==> src/rtl/game_sequencer.sv <==
// rtl/game_sequencer.sv - endless-runner game control: state, score, speed ramp, spawn handshake, LFSR
module game_sequencer #(
  parameter int unsigned DX_INIT     = 5,
  parameter int unsigned DX_MAX      = 12,
  parameter int unsigned RAMP_POINTS = 100,
  parameter int unsigned GAP_MIN     = 40,
  parameter int unsigned GAP_MASK    = 63,
  parameter int unsigned HOLD_FRAMES = 60
) (
  input  logic        clk,
  input  logic        rst,
  input  logic        frame_tick,
  input  logic        score_tick,
  input  logic        jump,
  input  logic        collide_pix,
  input  logic        spawn_ack,
  output logic [1:0]  game_state,
  output logic [3:0]  dx,
  output logic [13:0] score,
  output logic        spawn_req,
  output logic [1:0]  spawn_type,
  output logic        new_game,
  output logic        freeze
);

  typedef enum logic [1:0] {
    ST_IDLE = 2'b00,
    ST_RUN  = 2'b01,
    ST_DEAD = 2'b10
  } state_t;

  localparam logic [3:0]  DX_INIT_L  = 4'(DX_INIT);
  localparam logic [3:0]  DX_MAX_L   = 4'(DX_MAX);
  localparam logic [15:0] RAMP_L     = 16'(RAMP_POINTS);
  localparam logic [15:0] GAP_MIN_L  = 16'(GAP_MIN);
  localparam logic [15:0] GAP_MASK_L = 16'(GAP_MASK);
  localparam logic [15:0] HOLD_L     = 16'(HOLD_FRAMES);
  localparam logic [13:0] SCORE_MAX  = 14'd9999;
  localparam logic [15:0] LFSR_SEED  = 16'hACE1;

  state_t      state_q, state_d;
  logic [3:0]  dx_q, dx_d;
  logic [13:0] score_q, score_d;
  logic [15:0] ramp_q, ramp_d;
  logic [15:0] gap_q, gap_d;
  logic [15:0] lock_q, lock_d;
  logic        flag_q, flag_d;
  logic        req_q, req_d;
  logic [1:0]  type_q, type_d;
  logic        new_q, new_d;
  logic        jump_q;
  logic [15:0] lfsr_q, lfsr_d;

  logic        jump_edge;
  logic        die;
  logic        lfsr_fb;

  // Rising edge of the jump button against its previous-clk value.
  assign jump_edge = jump & ~jump_q;
  // A frame boundary ends the run if any overlap was seen this frame, including right now.
  assign die       = frame_tick & (flag_q | collide_pix);
  // x^16+x^14+x^13+x^11+1 in right-shifting Fibonacci form.
  assign lfsr_fb   = lfsr_q[0] ^ lfsr_q[2] ^ lfsr_q[3] ^ lfsr_q[5];

  // Next-state logic for the game FSM and all its counters.
  always_comb begin
    state_d = state_q;
    dx_d    = dx_q;
    score_d = score_q;
    ramp_d  = ramp_q;
    gap_d   = gap_q;
    lock_d  = lock_q;
    flag_d  = flag_q;
    req_d   = req_q;
    type_d  = type_q;
    new_d   = 1'b0;
    lfsr_d  = {lfsr_fb, lfsr_q[15:1]};

    unique case (state_q)
      ST_IDLE: begin
        dx_d  = 4'd0;
        req_d = 1'b0;
        if (jump_edge) begin
          state_d = ST_RUN;
          new_d   = 1'b1;
          score_d = 14'd0;
          dx_d    = DX_INIT_L;
          gap_d   = GAP_MIN_L;
          flag_d  = 1'b0;
          ramp_d  = 16'd0;
        end
      end

      ST_RUN: begin
        flag_d = flag_q | collide_pix;

        // Only points actually added to the score feed the speed ramp.
        if (score_tick && (score_q != SCORE_MAX)) begin
          score_d = score_q + 14'd1;
          if ((ramp_q + 16'd1) == RAMP_L) begin
            ramp_d = 16'd0;
            dx_d   = (dx_q < DX_MAX_L) ? dx_q + 4'd1 : DX_MAX_L;
          end else begin
            ramp_d = ramp_q + 16'd1;
          end
        end

        if (die) begin
          // Death wins over any spawn activity in the same cycle.
          state_d = ST_DEAD;
          dx_d    = 4'd0;
          req_d   = 1'b0;
          lock_d  = HOLD_L;
        end else if (req_q) begin
          if (spawn_ack) begin
            req_d = 1'b0;
            gap_d = GAP_MIN_L + (lfsr_q & GAP_MASK_L);
          end
        end else if (gap_q == 16'd0) begin
          req_d  = 1'b1;
          type_d = lfsr_q[1:0];
        end else if (frame_tick) begin
          gap_d = gap_q - 16'd1;
        end
      end

      ST_DEAD: begin
        dx_d  = 4'd0;
        req_d = 1'b0;
        if (frame_tick && (lock_q != 16'd0)) begin
          lock_d = lock_q - 16'd1;
        end
        if (jump_edge && (lock_q == 16'd0)) begin
          state_d = ST_IDLE;
        end
      end

      default: begin
        state_d = ST_IDLE;
        dx_d    = 4'd0;
        req_d   = 1'b0;
      end
    endcase
  end

  // State register; reset forces an idle, frozen game and a held-high jump history.
  always_ff @(posedge clk) begin
    if (!rst) begin
      state_q <= ST_IDLE;
      dx_q    <= 4'd0;
      score_q <= 14'd0;
      ramp_q  <= 16'd0;
      gap_q   <= 16'd0;
      lock_q  <= 16'd0;
      flag_q  <= 1'b0;
      req_q   <= 1'b0;
      type_q  <= 2'd0;
      new_q   <= 1'b0;
      jump_q  <= 1'b1;
      lfsr_q  <= LFSR_SEED;
    end else begin
      state_q <= state_d;
      dx_q    <= dx_d;
      score_q <= score_d;
      ramp_q  <= ramp_d;
      gap_q   <= gap_d;
      lock_q  <= lock_d;
      flag_q  <= flag_d;
      req_q   <= req_d;
      type_q  <= type_d;
      new_q   <= new_d;
      jump_q  <= jump;
      lfsr_q  <= lfsr_d;
    end
  end

  assign game_state = state_q;
  assign dx         = dx_q;
  assign score      = score_q;
  assign spawn_req  = req_q;
  assign spawn_type = type_q;
  assign new_game   = new_q;
  assign freeze     = (state_q != ST_RUN);

endmodule

==> config.mk <==
export PLATFORM = sky130hd
export DESIGN_NAME = game_sequencer
export DESIGN_NICKNAME = d
export VERILOG_FILES = /design/src/rtl/game_sequencer.sv
export SDC_FILE = /design/constraint.sdc
export NUM_CORES = 1
export LEC_CHECK = 0
export CAP_MARGIN = 20
export CORE_ASPECT_RATIO = 0.75
export CORE_UTILIZATION = 39
export CTS_CLUSTER_DIAMETER = 100
export CTS_CLUSTER_SIZE = 25
export DETAILED_ROUTE_END_ITERATION = 8
export PLACE_DENSITY_LB_ADDON = 0.3
export SYNTH_ARGS = -nofsm -noshare
export SYNTH_HDL_FRONTEND = slang
export SYNTH_SLANG_ARGS = --single-unit
==> constraint.sdc <==
create_clock -name clk -period 3.3 [get_ports clk]
set_input_delay 0.66 -clock clk [delete_from_list [all_inputs] [get_ports clk]]
set_output_delay 0.66 -clock clk [all_outputs]
set_load 0.03 [all_outputs]
Yosys cells after proc, flatten, opt, wreduce, memory -nomap -nowiden
Index checks and enable logic that the tools add are counted.
{"block": "word_totals", "output_inout_bits": 25, "word_cells": 97, "ff_bits": 90, "in_bits": 7}
{"block": "classes", "order_cmp": 1, "bitwise": 11, "n_reduce_logical": 18, "n_mux": 33, "n_addsub": 6, "n_eq_ne": 16}
{"cell": "$mux W16", "n": 11}
{"cell": "$pmux W16 S2", "n": 3}
{"cell": "$logic_not A16 Y1", "n": 2}
{"cell": "$sub A16 B1 Y16 const B", "n": 2}
{"cell": "$mux W14", "n": 2}
{"cell": "$pmux W14 S2", "n": 1}
{"cell": "$add A16 B1 Y16 const B", "n": 1}
{"cell": "$eq A16 B7 Y1 const B", "n": 1}
{"cell": "$mux W4", "n": 4}
{"cell": "$reduce_bool A16 Y1", "n": 1}
{"cell": "$ne A3 B3 Y1 const B", "n": 5}
{"cell": "$add A14 B1 Y14 const B", "n": 1}
{"cell": "$ne A14 B14 Y1 const B", "n": 1}
{"cell": "$ne A2 B2 Y1 const B", "n": 6}
{"cell": "$reduce_and A3 Y1", "n": 3}
{"cell": "$pmux W4 S2", "n": 1}
{"cell": "$add A6 B6 Y7 const A", "n": 1}
{"cell": "$mux W2", "n": 3}
{"cell": "$pmux W2 S3", "n": 1}
{"cell": "$reduce_and A2 Y1", "n": 3}
{"cell": "$reduce_and A6 Y1", "n": 1}
{"cell": "$mux W1", "n": 5}
{"cell": "$not A1 Y1", "n": 5}
{"cell": "$add A4 B1 Y4 const B", "n": 1}
{"cell": "other kinds (14)", "n": 20}

Logic depth before layout (Yosys ltp)
{"block": "depth", "ltp_word": 6, "ltp_mapped": 9, "mapped_depth_nobuf": 7}

Worst setup path before layout
No wires, ideal clock.
{"block": "synth_timing", "path_type": "register -> register", "start": "register ramp_q[0]", "end": "register dx_q[1], in the netlist dx[1]", "synth_period_minus_slack_ns": 2.610, "arrival_time_ns": 2.541, "path_buffers": 1, "required_time_ns": 3.230, "setup_slack_ns": 0.690, "setup_ns": 0.070, "path_stages_with_launch": 9, "cell_sequence": "dfxtp_1 -> ha_1 -> nand2_1 -> or4_2 -> mux2i_1 -> or4_4 -> buf_6 -> or3_1 -> a21oi_1"}
{"block": "synth_via", "elab_chain_cells": 4}
{"element": "start: declaration", "line": "44", "source": "logic [15:0] ramp_q, ramp_d;"}
{"element": "start signal: assignment", "line": "165", "source": "ramp_q <= ramp_d;"}
{"element": "$add A16 B1 Y16", "line": "100", "source": "if ((ramp_q + 16'd1) == RAMP_L) begin"}
{"element": "$eq A16 B7 Y1", "line": "100"}
{"element": "$ne A3 B3 Y1 (no source line)"}
{"element": "$reduce_and A2 Y1 (no source line)"}
{"element": "end signal: assignment", "line": "150", "source": "dx_q <= 4'd0;"}
{"element": "end signal: assignment", "line": "163", "source": "dx_q <= dx_d;"}
{"element": "end: declaration", "line": "42", "source": "logic [3:0] dx_q, dx_d;"}
Every way passes these cells.
A chain may end at the register's enable or synchronous reset.

Final worst setup path
{"block": "layout_timing", "start": "register gap_q[7]", "end": "register gap_q[8]"}
{"block": "layout_via", "elab_chain_cells": 6, "elab_cells_between_ends": 9, "cone_classes": "1 x add/sub; 1 x eq/ne; 5 x mux; 2 x reduce/logical"}
{"element": "start: declaration", "line": "45", "source": "logic [15:0] gap_q, gap_d;"}
{"element": "start signal: assignment", "line": "166", "source": "gap_q <= gap_d;"}
{"element": "$sub A16 B1 Y16", "line": "123", "source": "gap_d = gap_q - 16'd1;"}
{"element": "$mux W16", "line": "122", "source": "end else if (frame_tick) begin"}
{"element": "$mux W16", "line": "119", "source": "end else if (gap_q == 16'd0) begin"}
{"element": "$mux W16", "line": "114", "source": "end else if (req_q) begin"}
{"element": "$mux W16", "line": "108", "source": "if (die) begin"}
{"element": "$pmux W16 S2", "line": "79", "source": "unique case (state_q)"}
Parallel ways exist; a longest one is shown, timed or not. The select of a mux whose other input is x is not followed.

==> results.py <==
metrics = {
    "critical_path": {
        "worstPathCellList": "or4_4 > or4_4 > o31ai_2 > a2111oi_0 > xnor2_1 > nor2_1",
        "worst_path_dominant_cell_family": "compound AO/OA/AOI/OAI gates",
        "slowest_stage_delay_on_critical_path_ps": 830,
        "timing.critical_path.to_type": "flop",
        "worst_ep_arrival_time_ps": 3140,
        "worst-path-buf-inv": 0,
        "worst_path_most_repeated_cell": "sky130_fd_sc_hd__or4_4",
        "worstSetupPathType": "flop to flop",
        "crit_fanout": 15,
        "crit_slowest_cell": "sky130_fd_sc_hd__o31ai_2",
        "start_kind": "flop",
        "critical_path_required_ps": 3520,
    },
    "clock_network": {
        "htreeDepth": 3,
        "cells_resized_by_post_cts_repair": 0,
        "hold_buffers": 0,
        "ctsRootBufferMaster": "sky130_fd_sc_hd__clkbuf_16",
        "clock_tree.buffer_depth": 2,
        "number_of_clock_sinks_seen_by_cts": 90,
        "tritoncts.num_buffers": 9,
        "cts.clk_slew.worst_paths_ps": 60,
        "insertion_delay_ps": 340,
        "post_cts_buffers": 0,
        "cts_tree": "yes",
    },
    "yosys": {
        "ys_seq_elements": 90,
        "synth_largest_type_area_fraction_pct": 40.0,
        "async_reset_ff_share_pct": 0,
        "synth.top_cells.by_area": "sky130_fd_sc_hd__dfxtp_1 40%, sky130_fd_sc_hd__nor2_1 5.4%, sky130_fd_sc_hd__xnor2_1 4.7%",
        "yosysWarningCount": 0,
        "syn_nets": 548,
        "number_of_instances_in_the_synthesized_netlist": 533,
        "synth.avg_cell_area_sq_um": 8.46,
        "netlist_area_sq_um": 4510,
        "synth_top_area_cell": "sky130_fd_sc_hd__dfxtp_1",
        "synth_cell_type_count": 64,
        "synth_edf_count": 0,
        "synth_top_flop_cell": "sky130_fd_sc_hd__dfxtp_1",
        "sequential_to_total_area_share_from_yosys_stat_pct": 40.0,
    },
    "finish": {
        "layout-area-overhead-vs-synth_pct": 16.4,
        "multi_input_comb_area_sq_um": 2490,
        "diodes": 0,
        "finalNetCount": 575,
        "post_route_cells_drive_above_1_share_pct": 8.35,
        "fillerInstances": 1063,
        "finish.instance_area_sq_um": 5250,
        "sequential_cell_area_sq_um": 1800,
    },
    "die": {
        "top_level_ports": 32,
        "floorplan_die_height_um": 95.1,
        "fp.coreArea_sq_um": 11100,
        "std_cell_rows": 33,
        "floorplan.initialDensity_pct": 40.6,
        "die_area_sq_um": 12000,
        "die_width_um": 126,
    },
    "placed_design": {
        "port_buffers": 31,
        "weighted_congestion_reported_at_the_end_of_routability_driven_placement": 0.807,
        "place_hpwl_um": 7650,
        "postPlaceCellArea_sq_um": 4940,
    },
    "timing": {
        "finalWorstPathRequiredPeriod_ps": 2920,
        "timing.final.max_slew_violations": 0,
        "timing_hold_violations_final": 0,
        "fin_crit_sh_pct": 88.5,
        "finalClockSkew_ps": 8.22,
        "max_freq_mhz": 342,
        "setup-violations-final": 0,
        "relSlewSlack_pct": 34.5,
        "final.setup.tns_ps": 0,
        "unrepaired_setup_endpoints_after_global_routing": "false",
        "worst_slew_pin_slew_ps": 976,
    },
    "worst_hold_path": {
        "hp-class": "flop to flop",
    },
    "global_route": {
        "grt_max_degree": 36,
        "grt_util_all_layers_pct": 18.9,
        "grt_first_pass_wirelength_um": 17900,
        "grt_antenna_before_repair": 0,
        "total_gr_overflow": 0,
        "via_count_of_the_first_global_routing_pass": 3544,
    },
    "routing": {
        "wire_length_per_cell_um": 15.7,
        "totalWireLength_um": 11000,
        "first_iter_violations": 229,
        "post-route-drc-count": 0,
        "drt_first_pass_iters": 5,
        "drt.antenna.violating_nets": 0,
        "detail_route.vias_per_cell": 5.66,
        "num_vias": 3980,
    },
    "power_and_ir_drop": {
        "worst_ir_drop_vdd_uv": 263,
        "power.density_cell_area_nw_per_um2": 474,
        "static_leak_nw": 1.86,
    },
    "run": {
        "drv_cap": 0,
    },
    "run_status": {
        "outcome": "complete, no violations",
    },
}
[state kept, by name, indices dropped and copies added, names as in the netlist]
register and flops:
ramp_q 16, spawn_req 1, spawn_type 2, gap_q 16, jump_q 1, score 14
flag_q 1, lock_q 16, lfsr_q 16, game_state 2, dx 4, new_game 1
[layer usage]
layer | wire (um) | part of all wire (%) | GRT usage [%]
met1 | 5720 | 52 | 26.7
met2 | 4710 | 43 | 28.0
met3 | 446 | 4.0 | 4.38
met4 | 153 | 1.4 | 7.03
met5 | 0 | 0 | 0
[layout make-up]
cell class | count | share of cell area (%)
well taps | 140 | 3.34
flip-flops and latches | 90 | 34.3
inverters | 15 | 1.07
multi-input cells | 399 | 47.5
clock buffers | 11 | 4.62
clock inverters | 3 | 1.24
repair buffers | 45 | 7.91
[stage by stage]
stage	std cells	total power, mW	hold slack (ps)	worst slack, ps	util, %
detailed placement	689	1.42	394	337	44.5
global route	703	2.59	422	183	47.3
finish	703	2.49	406	379	47.3
CTS	703	2.51	409	402	47.3
floorplan	533	1.35	386	690	-
global placement	689	1.42	390	459	44.5
[logic make-up after synthesis]
logic type / synth area share [%]
buffers and inverters: 4.75
and+or+nand+nor: 28.2
DFF: 40.0
xor gates and xnor gates: 7.77
muxes: 1.11
adders and majority gates: 2.22
AOI/OAI and AO/OA: 16.0
[cell usage after synthesis, types with 2 or more instances]
library cell and count:
sky130_fd_sc_hd__nand4b_1 3, sky130_fd_sc_hd__buf_6 2, sky130_fd_sc_hd__nor2b_1 2, sky130_fd_sc_hd__a21oi_1 35, sky130_fd_sc_hd__a311oi_1 3, sky130_fd_sc_hd__xnor2_1 24
sky130_fd_sc_hd__nor4_1 10, sky130_fd_sc_hd__a41oi_1 2, sky130_fd_sc_hd__and3_2 2, sky130_fd_sc_hd__nand3_1 21, sky130_fd_sc_hd__xor2_1 16, sky130_fd_sc_hd__or4_4 3
sky130_fd_sc_hd__o211ai_1 2, sky130_fd_sc_hd__o21ai_0 24, sky130_fd_sc_hd__and4_1 3, sky130_fd_sc_hd__a211oi_1 5, sky130_fd_sc_hd__mux2i_1 5, sky130_fd_sc_hd__o21a_1 5
sky130_fd_sc_hd__nor2_1 65, sky130_fd_sc_hd__or4_1 5, sky130_fd_sc_hd__a31oi_1 7, sky130_fd_sc_hd__clkbuf_1 22, sky130_fd_sc_hd__nor3b_1 4, sky130_fd_sc_hd__and2_1 10
sky130_fd_sc_hd__clkbuf_8 2, sky130_fd_sc_hd__and3_1 7, sky130_fd_sc_hd__nand3b_1 2, sky130_fd_sc_hd__or3_1 10, sky130_fd_sc_hd__buf_2 2, sky130_fd_sc_hd__a22oi_1 2
sky130_fd_sc_hd__nand4_1 9, sky130_fd_sc_hd__a2111oi_0 5, sky130_fd_sc_hd__dfxtp_1 90, sky130_fd_sc_hd__a21o_1 2, sky130_fd_sc_hd__ha_1 8, sky130_fd_sc_hd__o31ai_1 2
sky130_fd_sc_hd__o2111ai_1 7, sky130_fd_sc_hd__nor3_1 20, sky130_fd_sc_hd__inv_1 15, sky130_fd_sc_hd__o21ai_1 3, sky130_fd_sc_hd__nand2b_1 11, sky130_fd_sc_hd__nand2_1 34
[power breakdown]
group,switching (mW),internal [mW]
clock,0.412,0.675
combinational,0.151,0.104
sequential,0.0283,1.12
[final timing paths]
kind / cells past startpoint / startpoint / slack (ps) / endpoint
worst max-delay path: 6 / gap_q[7] / 380 / gap_q[8]
worst min-delay path: 1 / lfsr_q[11] / 410 / lfsr_q[10]
worst max register to register: 6 / gap_q[7] / 380 / gap_q[8]
worst min register to register: 1 / lfsr_q[11] / 410 / lfsr_q[10]
[cell usage in the layout, fill, tap and decap left out, drive strengths merged, types with 9 or more instances in the layout]
master         count
a21oi             37
and2              11
and3               9
buf               14
clkbuf            11
clkdlybuf4s50     31
dfxtp             90
inv               15
nand2             34
nand2b            11
nand3             21
nand4             11
nor2              65
nor3              22
nor4              11
o21ai             28
or3               12
or4                9
xnor2             24
xor2              16
[worst register-to-register path: stages (launching register included)]
cell	delay [ps]
sky130_fd_sc_hd__dfxtp_1	350
sky130_fd_sc_hd__or4_4	570
sky130_fd_sc_hd__or4_4	460
sky130_fd_sc_hd__o31ai_2	830
sky130_fd_sc_hd__a2111oi_0	300
sky130_fd_sc_hd__xnor2_1	230
sky130_fd_sc_hd__nor2_1	60
Note: power is estimated with default switching activity, not from simulation.
